--- src/rtl/fetch_sequencer.sv ---
// Front-end fetch sequencer: boot-loads a streamed program into instruction memory at
// even word addresses, then fetches into IF/ID with stall, redirect and HALT handling.
module fetch_sequencer #(
    parameter int unsigned AW         = 16,
    parameter int unsigned LOAD_WORDS = 8,
    parameter logic [3:0]  HALT_OP    = 4'hF
) (
    input  logic          clk,
    input  logic          rst,
    input  logic          load_valid,
    input  logic [15:0]   load_data,
    input  logic          load_last,
    output logic          load_ready,
    output logic [AW-1:0] imem_addr,
    output logic [15:0]   imem_wdata,
    output logic          imem_we,
    input  logic [15:0]   imem_rdata,
    input  logic          stall,
    input  logic          redirect_valid,
    input  logic [AW-1:0] redirect_pc,
    output logic          if_valid,
    output logic [AW-1:0] if_pc,
    output logic [15:0]   if_instr,
    output logic          boot_done,
    output logic          halted
);

    typedef enum logic [1:0] {
        ST_LOAD = 2'd0,
        ST_RUN  = 2'd1,
        ST_HALT = 2'd2
    } state_e;

    localparam logic [AW-1:0] PC_STEP    = AW'(2);
    localparam logic [AW-1:0] PC_LSB     = AW'(1);
    localparam logic [AW-1:0] LOAD_LIMIT = AW'(2 * LOAD_WORDS);
    localparam logic [AW-1:0] LAST_PTR   = AW'(2 * (LOAD_WORDS - 1));

    // Instructions are word aligned, so a redirect target never keeps bit 0.
    function automatic logic [AW-1:0] align_pc(input logic [AW-1:0] pc);
        return pc & ~PC_LSB;
    endfunction

    function automatic logic is_halt(input logic [3:0] opcode);
        return (opcode == HALT_OP);
    endfunction

    state_e        state_r;
    logic [AW-1:0] pc_r;
    logic [AW-1:0] load_ptr_r;
    logic          if_valid_r;
    logic [AW-1:0] if_pc_r;
    logic [15:0]   if_instr_r;
    logic          boot_done_r;
    logic          halted_r;

    logic          load_ready_s;
    logic          accept_s;
    logic [AW-1:0] imem_addr_s;
    logic [15:0]   imem_wdata_s;

    // Memory port steering: boot writes go straight through so they land on the accept edge.
    always_comb begin
        load_ready_s = 1'b0;
        imem_addr_s  = pc_r;
        imem_wdata_s = 16'h0000;
        case (state_r)
            ST_LOAD: begin
                if (load_ptr_r < LOAD_LIMIT) begin
                    load_ready_s = 1'b1;
                end else begin
                    load_ready_s = 1'b0;
                end
                imem_addr_s  = load_ptr_r;
                imem_wdata_s = load_data;
            end
            ST_RUN, ST_HALT: begin
                imem_addr_s  = pc_r;
            end
            default: begin
                imem_addr_s  = pc_r;
            end
        endcase
        accept_s = load_valid & load_ready_s;
    end

    assign load_ready = load_ready_s;
    assign imem_we    = accept_s;
    assign imem_addr  = imem_addr_s;
    assign imem_wdata = imem_wdata_s;

    // Sequencer state, program counter and the IF/ID boundary register.
    always_ff @(posedge clk) begin
        if (rst) begin
            state_r     <= ST_LOAD;
            pc_r        <= '0;
            load_ptr_r  <= '0;
            if_valid_r  <= 1'b0;
            if_pc_r     <= '0;
            if_instr_r  <= 16'h0000;
            boot_done_r <= 1'b0;
            halted_r    <= 1'b0;
        end else begin
            case (state_r)
                ST_LOAD: begin
                    if (accept_s) begin
                        load_ptr_r <= load_ptr_r + PC_STEP;
                        if (load_last || (load_ptr_r == LAST_PTR)) begin
                            state_r     <= ST_RUN;
                            pc_r        <= '0;
                            boot_done_r <= 1'b1;
                        end
                    end
                end
                ST_RUN: begin
                    if (redirect_valid) begin
                        pc_r       <= align_pc(redirect_pc);
                        if_valid_r <= 1'b0;
                    end else if (!stall) begin
                        if_pc_r    <= pc_r;
                        if_instr_r <= imem_rdata;
                        if_valid_r <= 1'b1;
                        pc_r       <= pc_r + PC_STEP;
                        if (is_halt(imem_rdata[15:12])) begin
                            state_r  <= ST_HALT;
                            halted_r <= 1'b1;
                        end
                    end
                end
                ST_HALT: begin
                    if (redirect_valid) begin
                        state_r    <= ST_RUN;
                        halted_r   <= 1'b0;
                        pc_r       <= align_pc(redirect_pc);
                        if_valid_r <= 1'b0;
                    end else if (!stall) begin
                        if_valid_r <= 1'b0;
                    end
                end
                default: begin
                    // Unreachable encoding: fall back to a clean boot state.
                    state_r     <= ST_LOAD;
                    pc_r        <= '0;
                    load_ptr_r  <= '0;
                    if_valid_r  <= 1'b0;
                    boot_done_r <= 1'b0;
                    halted_r    <= 1'b0;
                end
            endcase
        end
    end

    assign if_valid  = if_valid_r;
    assign if_pc     = if_pc_r;
    assign if_instr  = if_instr_r;
    assign boot_done = boot_done_r;
    assign halted    = halted_r;

endmodule

--- config.mk ---
export PLATFORM = sky130hd
export DESIGN_NAME = fetch_sequencer
export DESIGN_NICKNAME = d
export VERILOG_FILES = /design/src/rtl/fetch_sequencer.sv
export SDC_FILE = /design/constraint.sdc
export NUM_CORES = 1
export LEC_CHECK = 0
export ABC_AREA = 1
export CAP_MARGIN = 20
export CORE_MARGIN = 4
export CORE_UTILIZATION = 40
export CTS_BUF_LIST = sky130_fd_sc_hd__clkbuf_16
export DETAILED_ROUTE_END_ITERATION = 10
export GPL_TIMING_DRIVEN = 0
export PLACE_DENSITY = 0.73
export SYNTH_ARGS = -nofsm -noshare
export SYNTH_HDL_FRONTEND = slang
export SYNTH_SLANG_ARGS = --single-unit
--- constraint.sdc ---
create_clock -name clk -period 2.3 [get_ports clk]
set_input_delay 0.46 -clock clk [delete_from_list [all_inputs] [get_ports clk]]
set_output_delay 0.46 -clock clk [all_outputs]
set_load 0.05 [all_outputs]
==> impl_metrics.csv <==
group,metric,value,unit
detailed_routing,drt-total-wl,10500,µm
placed_design,hpwl,7960,µm
worst_setup_path,crit_fanout,10,
floorplanning,die_w,98.7,µm
worst_setup_path,rr_endpoint,"if_instr[14]",
worst_setup_path,cp_top_family,"buffers and inverters",
floorplanning,fp.dieH,98.7,µm
worst_hold_path,min_to,"load_ptr_r[13]",
clock_network,numCtsBuffers,9,
placed_design,place_inst,709,
floorplanning,start_util,0.420,
synthesis,synth.top_cells.by_count,"123 x nand2_1, 68 x nor2_1, 66 x dfxtp_1, 60 x o21ai_0, 44 x inv_1",
synthesis,synth_edf_count,0,
grt,grt_max_degree,13,
power_and_ir_drop,powerDensity,1200,nW/µm²
cells_and_area,antenna_cells,0,
clock_network,hold_buffers,0,
clock_network,clk_pin_slew,0.06,ns
sta,fin_crit_sh,0.969,
cells_and_area,fin_cells,725,
sta,fin_tns_setup,0,ns
worst_setup_path,worstPathRequired,1.84,ns
detailed_routing,drcViolationCount,0,
worst_setup_path,critPathKind,"reg2out",
clock_network,post_cts_buffers,0,
outcome,status,"complete, no violations",
worst_setup_path,cp.arrival,1.77,ns
floorplanning,design.core.area,7850,µm²
synthesis,syn_area,3290,µm²
clock_network,cts_root_buf,"clkbuf_16",
placed_design,numPortBuffers,118,
worst_setup_path,worst_path_largest_cell_delay,0.33,ns
sta,rsz0062_at_grt,"false",
power_and_ir_drop,leakage,2.11,nW
worst_setup_path,crit_path_cell_trace,"inv_1 > ha_4 > clkbuf_8 > buf_4 > nand2_1 > o21ai_0 > buf_4",
cells_and_area,final_nets,678,
cells_and_area,area.growth.synth_to_final,47.7,%
sta,hold_viol_final,0,
worst_setup_path,r2r_setup_slack,0.28,ns
worst_hold_path,hold_class,"reg2reg",
sta,period_needed,2.23,ns
floorplanning,rows,32,
cells_and_area,fill_cells,711,
synthesis,syn_inst,488,
worst_setup_path,critPathLaunchType,"flip-flop",
sta,fmax,449,MHz
detailed_routing,drtAntennaViolNets,0,
placed_design,gp_congestion,0.906,
detailed_routing,first_pass_iters,4,
synthesis,async_reset_ff_frac,0,
sta,worstMarginPinSlew,0.824,ns
clock_network,cts_sinks,66,
grt,grt_antenna_before_repair,0,
worst_setup_path,reg2reg_depth,8,
worst_setup_path,r2r_start,"state_r[1]",
sta,relSlewSlack,0.451,
grt,grt_usage,0.219,
synthesis,synthTopCellsByArea,"dfxtp_1 40%, nand2_1 14%, o21ai_0 9.1%",
sta,final.setup_skew,0.00479,ns
clock_network,cts.htree.levels,3,
synthesis,ys_ff_latch,66,
grt,gr-total-overflow,0,
worst_hold_path,hold_depth,2,
grt,grt_pass1_wl,17300,µm
worst_setup_path,end_kind,"output pin",
synthesis,yosysSeqAreaShare,0.401,
detailed_routing,wl_per_cell,14.5,µm
synthesis,synth.distinct_cells,27,
synthesis,yosysWarnings,0,
detailed_routing,dr_total_vias,3565,
detailed_routing,viasPerCell,4.92,
sta,slew_violations,0,
sta,setup_violations,0,
floorplanning,io_pins,123,
placed_design,place_area,4610,µm²
cells_and_area,multi_input_area,1710,µm²
worst_hold_path,hold_start,"load_ptr_r[13]",
synthesis,synth_top_area_frac,0.401,
synthesis,synth_flop_cell,"dfxtp_1",
synthesis,yosys.area.top_type,"dfxtp_1",
cells_and_area,stdcell_area,4860,µm²
clock_network,cts_tree,"built",
power_and_ir_drop,p_total,5.83,mW
cells_and_area,drive_gt1_frac,0.146,
synthesis,post-synth-top-count-cell,"nand2_1",
cells_and_area,utilization,0.620,
worst_setup_path,cp_common_cell,"buf_4",
cells_and_area,seqCellArea,1320,µm²
grt,grt_pass1_vias,3487,
clock_network,clock_tree.buffer_depth,2,
clock_network,clock_latency,0.33,ns
worst_setup_path,cpMaxStageDelayCell,"dfxtp_1",
detailed_routing,drt-initial-drc-count,182,
synthesis,synth.avg_cell_area,6.75,µm²
worst_setup_path,startpoint,"state_r[1]",
worst_setup_path,critPathBufInv,4,
floorplanning,die_area,9750,µm²
power_and_ir_drop,ir_drop,399,µV
job,maxCapViolations,0,
[state kept, by name, indices dropped and copies added (netlist names)]
register / count
halted: 1
load_ptr_r: 15
boot_done: 1
if_pc: 15
state_r: 2
if_valid: 1
if_instr: 16
pc_r: 15
[worst max path at each step]
stage	cells after the start	to	slack [ns]
4_1_cts	8	if_instr[14]	0.01
3_5_place_dp	7	imem_addr[4]	-0.73
6_report	7	imem_addr[3]	0.07
5_1_grt	7	imem_wdata[13]	0.0005
2_1_floorplan	4	imem_addr[15]	-0.1
3_3_place_gp	7	imem_addr[3]	-0.74
[placed cells by master (no fill, tap or decap), types with 12 or more instances in the layout]
cell	Yosys	layout
clkbuf_1	17	13
buf_4	2	16
o21ai_0	60	54
clkdlybuf4s50_1	0	85
nand2_1	123	122
nand3_1	18	18
inv_1	44	44
dfxtp_1	66	66
nor2_1	68	68
buf_2	4	17
nand2_2	11	12
a21oi_1	35	35
[layout make-up]
type,instances,area share
multi-input cells,353,0.351
plain buffers,24,0.0283
repair buffers,118,0.220
inverters,46,0.0365
well taps,102,0.0262
flip-flops and latches,66,0.272
clock buffers,9,0.0463
clock inverters,7,0.0193
[metrics by stage]
stage,worst slack [ns],hold WS (ns)
after global routing,0.000477,0.465
after floorplan,-0.0999,0.431
final,0.0716,0.455
after detailed placement,-0.731,0.446
after CTS,0.0132,0.455
after global placement,-0.740,0.440
[logic make-up (layout without fill, tap and decap cells)]
family / after synthesis / after routing / synth area share
compound gates: 109 / 109 / 0.184
xor+xnor: 1 / 1 / 0.00266
fa+ha+maj: 6 / 6 / 0.0228
buf+inv: 70 / 204 / 0.0885
flops: 66 / 66 / 0.401
other cells: 1 / 2 / 0.00114
simple gates: 235 / 235 / 0.300
[power breakdown]
part           leakage (nW)  internal (mW)  switching [mW]
Combinational          1.42          0.881            2.11
Clock                 0.157          0.948           0.526
Sequential            0.534           1.27          0.0914
Total                  2.11           3.10            2.73
[routing by layer]
| metal | vias to the layer above | routed length [µm] | GRT usage | share of wire |
|---|---|---|---|---|
| li1 | 1817 | - | - | - |
| met1 | 1633 | 4620 | 0.280 | 0.44 |
| met2 | 93 | 5200 | 0.366 | 0.49 |
| met5 | - | 0 | 0 | 0 |
| met3 | 22 | 489 | 0.0361 | 0.046 |
| met4 | 0 | 231 | 0.0882 | 0.022 |
[tightest hold or removal path, cell delays in order (launching register included)]
cell,delay [ns]
dfxtp_1,0.32
nand2_1,0.06
nor2_1,0.03
[what timing repair did]
item | CTS | global route
pin swaps | 0 | 0
gates resized for setup | 187 | 14
hold endpoints to repair | 0 | 0
endpoints found under the setup margin | 33 | 40
Power figures use the tool's default switching activity.
